===== src/rtl/pipeline_control.sv =====
`default_nettype none
// ============================================================================
// Module      : pipeline_control
// Description : Stall/flush sequencer for a 5-stage pipeline (IF, ID, EX, MEM,
//               WB). Merges load-use stalls, taken-branch flushes, multi-cycle
//               mult/div occupancy of EX and data-memory waits into per-stage
//               register enables and flushes. Keeps stall/flush counters.
// Revision    : 1.0 - initial release
// ============================================================================
module pipeline_control #(
    parameter int MD_CYCLES = 4,   // total EX cycles of a mult/div (>= 2)
    parameter int CNT_W     = 4    // down-counter width, 2**CNT_W >= MD_CYCLES
) (
    input  logic        clk,
    input  logic        reset,
    input  logic        stall_id,
    input  logic        branch_taken_ex,
    input  logic        md_start_ex,
    input  logic        dmem_wait,
    input  logic        perf_clr,
    output logic        en_pc,
    output logic        en_if_id,
    output logic        en_id_ex,
    output logic        en_ex_mem,
    output logic        en_mem_wb,
    output logic        flush_if_id,
    output logic        flush_id_ex,
    output logic        flush_ex_mem,
    output logic        md_busy,
    output logic        md_done,
    output logic [31:0] stall_cycles,
    output logic [15:0] flush_count
);

    typedef enum logic [0:0] {
        ST_RUN    = 1'b0,
        ST_MULDIV = 1'b1
    } state_t;

    // The start cycle itself is one of the MD_CYCLES, and the cnt==0 cycle is
    // the completion cycle, so the counter starts at MD_CYCLES-2.
    localparam logic [CNT_W-1:0] c_MD_INIT = CNT_W'(MD_CYCLES - 2);

    state_t            r_state;
    logic [CNT_W-1:0]  r_cnt;
    logic [31:0]       r_stall_cycles;
    logic [15:0]       r_flush_count;

    logic              w_md_busy;
    logic              w_cnt_zero;

    assign w_md_busy  = (r_state == ST_MULDIV);
    assign w_cnt_zero = (r_cnt == '0);

    // Enable/flush decode; reset and dmem_wait both force a full freeze.
    always_comb begin
        en_pc        = 1'b0;
        en_if_id     = 1'b0;
        en_id_ex     = 1'b0;
        en_ex_mem    = 1'b0;
        en_mem_wb    = 1'b0;
        flush_if_id  = 1'b0;
        flush_id_ex  = 1'b0;
        flush_ex_mem = 1'b0;
        md_done      = 1'b0;
        if (reset || dmem_wait) begin
            // everything stays at the frozen defaults
        end else if (w_md_busy) begin
            if (!w_cnt_zero) begin
                // EX still busy: hold front end, bubble into MEM
                en_ex_mem    = 1'b1;
                flush_ex_mem = 1'b1;
                en_mem_wb    = 1'b1;
            end else begin
                en_pc     = 1'b1;
                en_if_id  = 1'b1;
                en_id_ex  = 1'b1;
                en_ex_mem = 1'b1;
                en_mem_wb = 1'b1;
                md_done   = 1'b1;
            end
        end else if (md_start_ex) begin
            en_ex_mem    = 1'b1;
            flush_ex_mem = 1'b1;
            en_mem_wb    = 1'b1;
        end else if (branch_taken_ex) begin
            // ID instruction is squashed, so any load-use stall is moot
            en_pc       = 1'b1;
            en_if_id    = 1'b1;
            en_id_ex    = 1'b1;
            en_ex_mem   = 1'b1;
            en_mem_wb   = 1'b1;
            flush_if_id = 1'b1;
            flush_id_ex = 1'b1;
        end else if (stall_id) begin
            en_id_ex    = 1'b1;
            flush_id_ex = 1'b1;
            en_ex_mem   = 1'b1;
            en_mem_wb   = 1'b1;
        end else begin
            en_pc     = 1'b1;
            en_if_id  = 1'b1;
            en_id_ex  = 1'b1;
            en_ex_mem = 1'b1;
            en_mem_wb = 1'b1;
        end
    end

    assign md_busy = w_md_busy && !reset;

    // Mult/div sequencer: state and down-counter hold during memory waits.
    always_ff @(posedge clk or posedge reset) begin
        if (reset) begin
            r_state <= ST_RUN;
            r_cnt   <= '0;
        end else if (!dmem_wait) begin
            case (r_state)
                ST_RUN: begin
                    if (md_start_ex) begin
                        r_cnt   <= c_MD_INIT;
                        r_state <= ST_MULDIV;
                    end
                end
                ST_MULDIV: begin
                    if (!w_cnt_zero) begin
                        r_cnt <= r_cnt - 1'b1;
                    end else begin
                        r_state <= ST_RUN;
                    end
                end
                default: begin
                    r_state <= ST_RUN;
                    r_cnt   <= '0;
                end
            endcase
        end
    end

    // Performance counters: stall count wraps, flush count saturates.
    always_ff @(posedge clk or posedge reset) begin
        if (reset) begin
            r_stall_cycles <= '0;
            r_flush_count  <= '0;
        end else if (perf_clr) begin
            r_stall_cycles <= '0;
            r_flush_count  <= '0;
        end else begin
            if (!en_pc) begin
                r_stall_cycles <= r_stall_cycles + 32'd1;
            end
            if (flush_if_id && (r_flush_count != 16'hFFFF)) begin
                r_flush_count <= r_flush_count + 16'd1;
            end
        end
    end

    assign stall_cycles = r_stall_cycles;
    assign flush_count  = r_flush_count;

endmodule
`default_nettype wire

===== config.mk =====
export PLATFORM = sky130hd
export DESIGN_NAME = pipeline_control
export DESIGN_NICKNAME = d
export VERILOG_FILES = /design/src/rtl/pipeline_control.sv
export SDC_FILE = /design/constraint.sdc
export NUM_CORES = 1
export LEC_CHECK = 0
export ABC_AREA = 1
export BUFFER_PORTS_ARGS = -buffer_cell sky130_fd_sc_hd__buf_2
export CAP_MARGIN = 5
export CORE_ASPECT_RATIO = 0.5
export CORE_MARGIN = 4
export CORE_UTILIZATION = 56
export CTS_CLUSTER_SIZE = 16
export DETAILED_ROUTE_END_ITERATION = 16
export HOLD_SLACK_MARGIN = 0.08
export PLACE_DENSITY = 0.79
export SYNTH_ARGS = -nofsm -noshare
export SYNTH_HDL_FRONTEND = slang
export SYNTH_SLANG_ARGS = --single-unit

===== constraint.sdc =====
create_clock -name clk -period 1.76 [get_ports clk]
set_clock_uncertainty 0.05 [all_clocks]
set_input_delay 0.176 -clock clk [delete_from_list [all_inputs] [get_ports clk]]
set_output_delay 0.176 -clock clk [all_outputs]
set_load 0.01 [all_outputs]

* Word level (Yosys, flattened, before mapping)
Cells that the tools add are included.
Operators by class: add/subtract/negate cells 3, reduce and logical (&&, ||, !) cells 7, equality and inequality tests 4, mux-type cells 33, bitwise gates (word level) 2
Operator list (number):
- $mux W32 | 2
- $add A32 B1 Y32 const B | 1
- $mux W16 | 2
- $mux W1 | 25
- $add A16 B1 Y16 const B | 1
- $ne A16 B16 Y1 const B | 1
- $mux W4 | 2
- $pmux W4 S2 | 1
- $ne A2 B2 Y1 const B | 3
- $logic_not A4 Y1 | 1
- $sub A4 B1 Y4 const B | 1
- $reduce_and A3 Y1 | 1
- $logic_and A1 B1 Y1 | 2
- $not A1 Y1 | 2
- $pmux W1 S2 | 1
- $reduce_bool A2 Y1 | 1
- $logic_not A1 Y1 | 1
- $logic_or A1 B1 Y1 | 1
Storage, ports and cells: output and inout bits 58, register bits 53, logic and storage cells 53

* Depth between registers and ports, before layout
Gate-level depths: netlist of run 1.
word-level depth 7, depth in mapped cells 12, mapped depth without buffers 12

* Worst setup path before layout of run 1
No wires, ideal clock.
path kind reg-to-reg, start register r_flush_count[0] (netlist: flush_count[0]), end register r_flush_count[15] (netlist: flush_count[15]), period minus slack after synthesis 1.632 ns, arrival 1.516 ns, setup slack 0.128 ns, cell stages (with the launch flop) 10, buffers on the path 1, cells stage by stage dfrtp_1 > ha_1 > nand2_1 > nor2_1 > nand2_1 > o21a_4 > nor2_8 > buf_6 > nand2_1 > nand2_1
On the way: cells in the longest elaborated chain, start to end 3, elaborated cells on any way between the ends 6, those cells by class add/sub: 1; eq/ne: 1; mux: 2; reduce/logical: 2
Ends and longest elaborated chain:
- start: declaration | RTL line 47 | logic [15:0] r_flush_count;
- start signal: assignment | RTL line 152 | r_flush_count <= r_flush_count + 16'd1;
- $add A16 B1 Y16 or $ne A16 B16 Y1 (tied branches) | RTL line 152, 151
- $mux W16 or $logic_and A1 B1 Y1 (tied branches) | RTL line 151 | if (flush_if_id && (r_flush_count != 16'hFFFF)) begin
- $mux W16 or $reduce_bool A2 Y1 (tied branches)
Parallel ways exist; a longest one is shown, timed or not. The select of a mux whose other input is x is not followed. A chain may end at the register's enable or synchronous reset.

* Worst setup path in the final report of run 1
start register r_cnt[0], end output flush_ex_mem
On the way: cells in the longest elaborated chain, start to end 4
Ends and longest elaborated chain:
- start: declaration | RTL line 45 | logic [CNT_W-1:0] r_cnt;
- start signal: assignment | RTL line 120 | r_cnt <= c_MD_INIT;
- start signal: assignment | RTL line 126 | r_cnt <= r_cnt - 1'b1;
- $logic_not A4 Y1 | RTL line 53 | assign w_cnt_zero = (r_cnt == '0);
- $mux W1 | RTL line 69 | if (!w_cnt_zero) begin
- $mux W1 | RTL line 68 | end else if (w_md_busy) begin
- $mux W1 | RTL line 66 | if (reset || dmem_wait) begin
- end: declaration | RTL line 28 | output logic flush_ex_mem,
No other way between the ends.

==> flow_summary.ini, run 1 <==
[timing]
fin_hold_ws_ns = 0.119
hold_viol_final = 0
rsz0062_at_grt = yes
fin_crit_ns = 1.75
relSlewSlack = 0.694
max_freq_ghz = 0.573
slew_violations = 0
finalSetupViolCount = 0
fin_crit_sh = 0.992
worst_pin_slew_ns = 0.456

[setup_path]
endpoint_kind = output pin
crit_path_start_kind = register
crit_required_ns = 1.53
arrival_ns = 1.52
rrSetupSlack_ns = 0.05
worst-path-max-fanout = 2
critPathBufInv = 4
cpMostUsedCell = inv_2
crit_family = flip-flops
slowest_delay_ns = 0.38
rr_endpoint = stall_cycles[19]
critPathKind = reg -> out
reg2reg_depth = 13
r2r-start = r_cnt[0]
cpMaxStageDelayCell = dfrtp_1
worstPathCellList = inv_2, ha_4, nand2_2, inv_2, nand2_2, o21ai_2, nor2_2, inv_2, nor2_1, buf_2

[place]
io_buffer_count = 64
place_congestion = 0.871
dpl.hpwl_mm = 6.12

[status]
status = complete, no violations

[floorplanning]
coreArea_um2 = 5680
start_util = 0.599
rows = 19
ioPinCount = 65
chipWidth_um = 118
fp.dieArea_um2 = 7460
die_h_um = 63.1

[clocking]
clkTransAtPathRegs_ns = 0.06
tritoncts = built
numCtsBuffers = 5
clock_latency_ns = 0.29
cts.sinks = 53
ctsLongestPathBuffers = 2
root_buffer = clkbuf_16
h-tree-depth = 2

[global_route]
grt_use_total = 0.236
grt_pass1_vias = 3226
grt_max_degree = 36
grt_pass1_wl_mm = 14.7
grt-ovfl-total = 0
antenna_found_initial = 0

[detailed_routing]
via_per_inst = 5.35
routed_wirelength_mm = 8.77
num_vias = 3592
wire_per_inst_um = 13.1
antenna_left = 0
drtIter0Drc = 228
drc = 0
firstDrtPassIters = 5

[yosys]
synth-seq-area-share = 0.390
synth.area.top_cells = dfrtp_1 (39%), nand2_1 (17%), nor2_1 (10%)
synth.most_common_cell = nand2_1
synth_cell_type_count = 31
ys_ff_latch = 53
netlist_area_um2 = 3400
synth_edf_count = 0
synthTopCellsByCount = nand2_1 (154), nor2_1 (94), inv_1 (64)
yosys_most_used_dff = dfrtp_1
syn_area_per_cell_um2 = 6.67
async_flop_share = 1.00
yosysWarnings = 0
synthesis.nets = 520
synth_cells = 510
synth_top_area_share = 0.390
synth_top_area_cell = dfrtp_1

[power_and_ir_drop]
total_power_mw = 2.95
powerDensity_nw_per_um2 = 688
p_leak_nw = 2.24
irDropWorstVdd_mv = 0.414

[layout]
fin_nets = 609
n_fill_cell = 472
drive_above_1_share = 0.219
fin_util = 0.754
antennaDiodeCount = 0
syn_to_final_growth_pct = 26.0

[min_path]
holdPathEnd = r_state
hold_start = dmem_wait
worstHoldPathCells = 3
hold_class = in -> reg

[job]
maxCapViolations = 0
[per-layer routing]
metal,vias to the layer above,track usage,wire [um]
li1,1780,-,-
met1,1702,0.303,3920
met2,100,0.416,4270
met3,10,0.0500,512
met4,0,0.0496,65
met5,-,0,0
[how the worst max path moves through the flow]
stage	start	end	slack, ns	depth (start not counted)
floorplan	flush_count[0]	flush_count[15]	0.13	9
global placement	flush_count[1]	flush_count[13]	0.11	8
detailed placement	r_cnt[0]	stall_cycles[3]	0.03	11
CTS	r_cnt[0]	flush_ex_mem	0.0002	10
global route	r_cnt[0]	flush_ex_mem	-0.08	10
finish	r_cnt[0]	flush_ex_mem	0.01	10
[where the power goes]
part	leakage, nW	internal (mW)	switching (mW)
Combinational	1.44	0.277	0.348
Clock	0.0700	0.559	0.412
Sequential	0.730	1.28	0.0720
Total	2.24	2.12	0.832
[cell usage in the layout (no fill, tap or decap), drive strengths merged]
master and instances:
clkbuf 10, inv 65, a21oi 10, or2 1, and2 1, xor2 6
xnor2 4, dfrtp 53, nand4 23, o31ai 1, o21ai 11, nand2 155
ha 3, nand3 44, dlygate4sd3 1, a31o 1, nor3 6, nor3b 2
buf 91, nand3b 5, nor2 102, o21bai 3, o21a 1
[kinds of logic after synthesis]
logic type | after synthesis | synth area share
compound gates | 27 | 0.0467
xor+xnor | 10 | 0.0257
fa+ha+maj | 3 | 0.0110
buf+inv | 79 | 0.0967
flops | 53 | 0.390
simple gates | 338 | 0.430
[final cells by class]
cell class,count,area (um2),share of cell area
sequential,53,1330,0.309
clock buffer,7,143,0.0333
timing repair buffer,95,651,0.152
multi-input combinational,379,1830,0.427
tap,73,91.3,0.0213
inverter,65,244,0.0569
[registers in the layout, summed over array words and instances, names as in the netlist]
name	count
r_state	1
flush_count	16
stall_cycles	32
r_cnt	4
[tightest hold or removal path: stages]
cell and delay (ns):
buf_2 0.13, nand2_1 0.06, nand2_1 0.06
[stage by stage]
stage	setup TNS, ns	cells	worst slack, ns	instance area (um2)
5_1_grt	-0.777	672	-0.0816	4290
3_3_place_gp	0	650	0.109	3880
4_1_cts	0	663	0.000235	4100
2_1_floorplan	0	510	0.128	3400
6_report	0	672	0.0138	4290
3_5_place_dp	0	650	0.0305	3880
[timing repair]
action	in CTS	in global routing
hold buffers	1	0
pin swaps	2	7
setup endpoints to repair	3	38
resized for setup	8	18
endpoints found under the hold margin	18	0
setup buffers	5	4
cloned	0	5
Power figures use the tool's default switching activity.
==> run 2, diff against run 1 <==
BUFFER_PORTS_ARGS = default   (was -buffer_cell sky130_fd_sc_hd__buf_2)
CORE_UTILIZATION = 62   (was 56)
DONT_BUFFER_PORTS = 1   (was default)
PLACE_DENSITY = 0.76   (was 0.79)
SLEW_MARGIN = 0   (was default)
==> run 2 against run 1 <==
  * Clock power decreased by 28%
  * Via count hardly changed
  * Maximum frequency grew 1.1%
  * Register-to-register slack lost 0.02 ns
  * Flip-flop and latch count unchanged
  * Sequential power barely moved
  * Worst hold slack improved by 0.028 ns
  * Largest cell class unchanged
  * Worst setup slack improved by 0.019 ns
  * Global-route usage is 3.7 points higher
==> flow_summary.ini, run 2 (same netlist as run 1, synthesis figures left out) <==
[floorplanning]
chipWidth_um = 113
rows = 18
ioPinCount = 65
coreArea_um2 = 5110
fp.dieArea_um2 = 6810
die_h_um = 60.4
start_util = 0.666

[setup_path]
endpoint_kind = register
cp-startpoint = r_cnt[1]
r2r-start = r_cnt[1]
arrival_ns = 1.93
critPathBufInv = 5
cpMaxStageDelayCell = dfrtp_1
slowest_delay_ns = 0.41
worst-path-max-fanout = 5
cpMostUsedCell = inv_2
crit_path_start_kind = register
crit_required_ns = 1.96
worstPathCellList = inv_2, ha_4, nand2_2, inv_2, nand3_4, nand2_4, buf_6, clkinvlp_4, buf_4, nand3_1, nand2_1, nor2_1
crit_family = buffers and inverters
critPathKind = reg -> reg

[detailed_routing]
drtIter0Drc = 370
via_per_inst = 5.72
firstDrtPassIters = 5
wire_per_inst_um = 15.1
antenna_left = 0
routed_wirelength_mm = 9.49
drc = 0
num_vias = 3591

[timing]
fin_crit_ns = 1.73
relSlewSlack = 0.618
hold_viol_final = 0
fin_crit_sh = 0.982
slew_violations = 0
worst_slack_ns = 0.0324
fin_hold_ws_ns = 0.146
max_freq_ghz = 0.579
setup_tns_ns = 0
finalSetupViolCount = 0
worst_pin_slew_ns = 0.571
rsz0062_at_grt = yes

[place]
dp_worst_setup_slack_ns = 0.0256
placed_cell_area_um2 = 3690
dpl.hpwl_mm = 6.35
io_buffer_count = 0
place_congestion = 0.885

[power_and_ir_drop]
p_leak_nw = 1.97
total_power_mw = 2.74
irDropWorstVdd_mv = 0.727
powerDensity_nw_per_um2 = 670

[global_route]
grt_max_degree = 54
grt_pass1_vias = 3322
grt-ovfl-total = 0
grt_use_total = 0.273
grt_pass1_wl_mm = 15.0
antenna_found_initial = 0

[layout]
postLayoutCellArea_um2 = 4100
mostFrequentLayoutCell = nand2_1
fin_nets = 567
antennaDiodeCount = 0
syn_to_final_growth_pct = 20.4
layout_common_cells = nand2_1 (149), nor2_1 (90), inv_1 (57), dfrtp_1 (51), buf_4 (43)
largest_reg_flops = 32
drive_above_1_share = 0.174

[min_path]
hold_start = dmem_wait
hold_class = in -> reg

[clocking]
clkTransAtPathRegs_ns = 0.10
h-tree-depth = 2
clock_latency_ns = 0.32
numCtsBuffers = 5
cts.sinks = 53
ctsLongestPathBuffers = 2
tritoncts = built
root_buffer = clkbuf_8

[job]
maxCapViolations = 0

[status]
status = complete, no violations
run 2: worst reg2reg max path, delay by kind of cell, from the launching register on:
family / cells / cell delay (ns)
adder cells (fa/ha/maj): 1 / 0.14
flip-flops: 1 / 0.41
buffers and inverters: 5 / 0.57
AND/OR/NAND/NOR: 6 / 0.49
run 2: final cells by class:
type	instances	area (um2)
Sequential cell	53	1330
Tap cell	70	87.6
Timing Repair Buffer	52	479
Fill cell	367	1010
Clock buffer	5	68.8
Multi-Input combinational cell	380	1870
Inverter	65	248
Clock inverter	3	17.5
run 2: worst paths after layout:
kind                                     to  slack [ns]  cells after the start
max in group asynchronous  stall_cycles[12]        1.08                      3
max                         stall_cycles[4]        0.03                     12
min in group asynchronous           r_state        0.29                      3
min                                 r_state        0.15                      4
max reg2reg                 stall_cycles[4]        0.03                     12
min reg2reg                        r_cnt[2]        0.53                      2
run 2: timing repair:
action                                 CTS  global route
buffers inserted                         5             8
hold buffers                             3             0
cloned                                   0             5
pin swaps                                2             8
setup endpoints to repair                3            47
resized for setup                        6            28
endpoints found under the hold margin   74             0
run 2: routing by layer:
metal / routed length [um] / up-vias / global-route usage
met5: 0 / - / 0
met4: 155 / 0 / 0.0651
met3: 875 / 21 / 0.0637
met2: 4550 / 176 / 0.487
met1: 3910 / 1692 / 0.347
li1: - / 1702 / -
run 2: per-stage QoR:
step / cells / util
finish: 628 / 0.802
floorplan: 510 / -
global route: 628 / 0.802
detailed placement: 600 / 0.721
global placement: 600 / 0.721
CTS: 616 / 0.755
run 2: power breakdown:
| part | internal [mW] | switching (mW) |
|---|---|---|
| sequential | 1.28 | 0.0715 |
| clock | 0.276 | 0.424 |
| combinational | 0.309 | 0.385 |
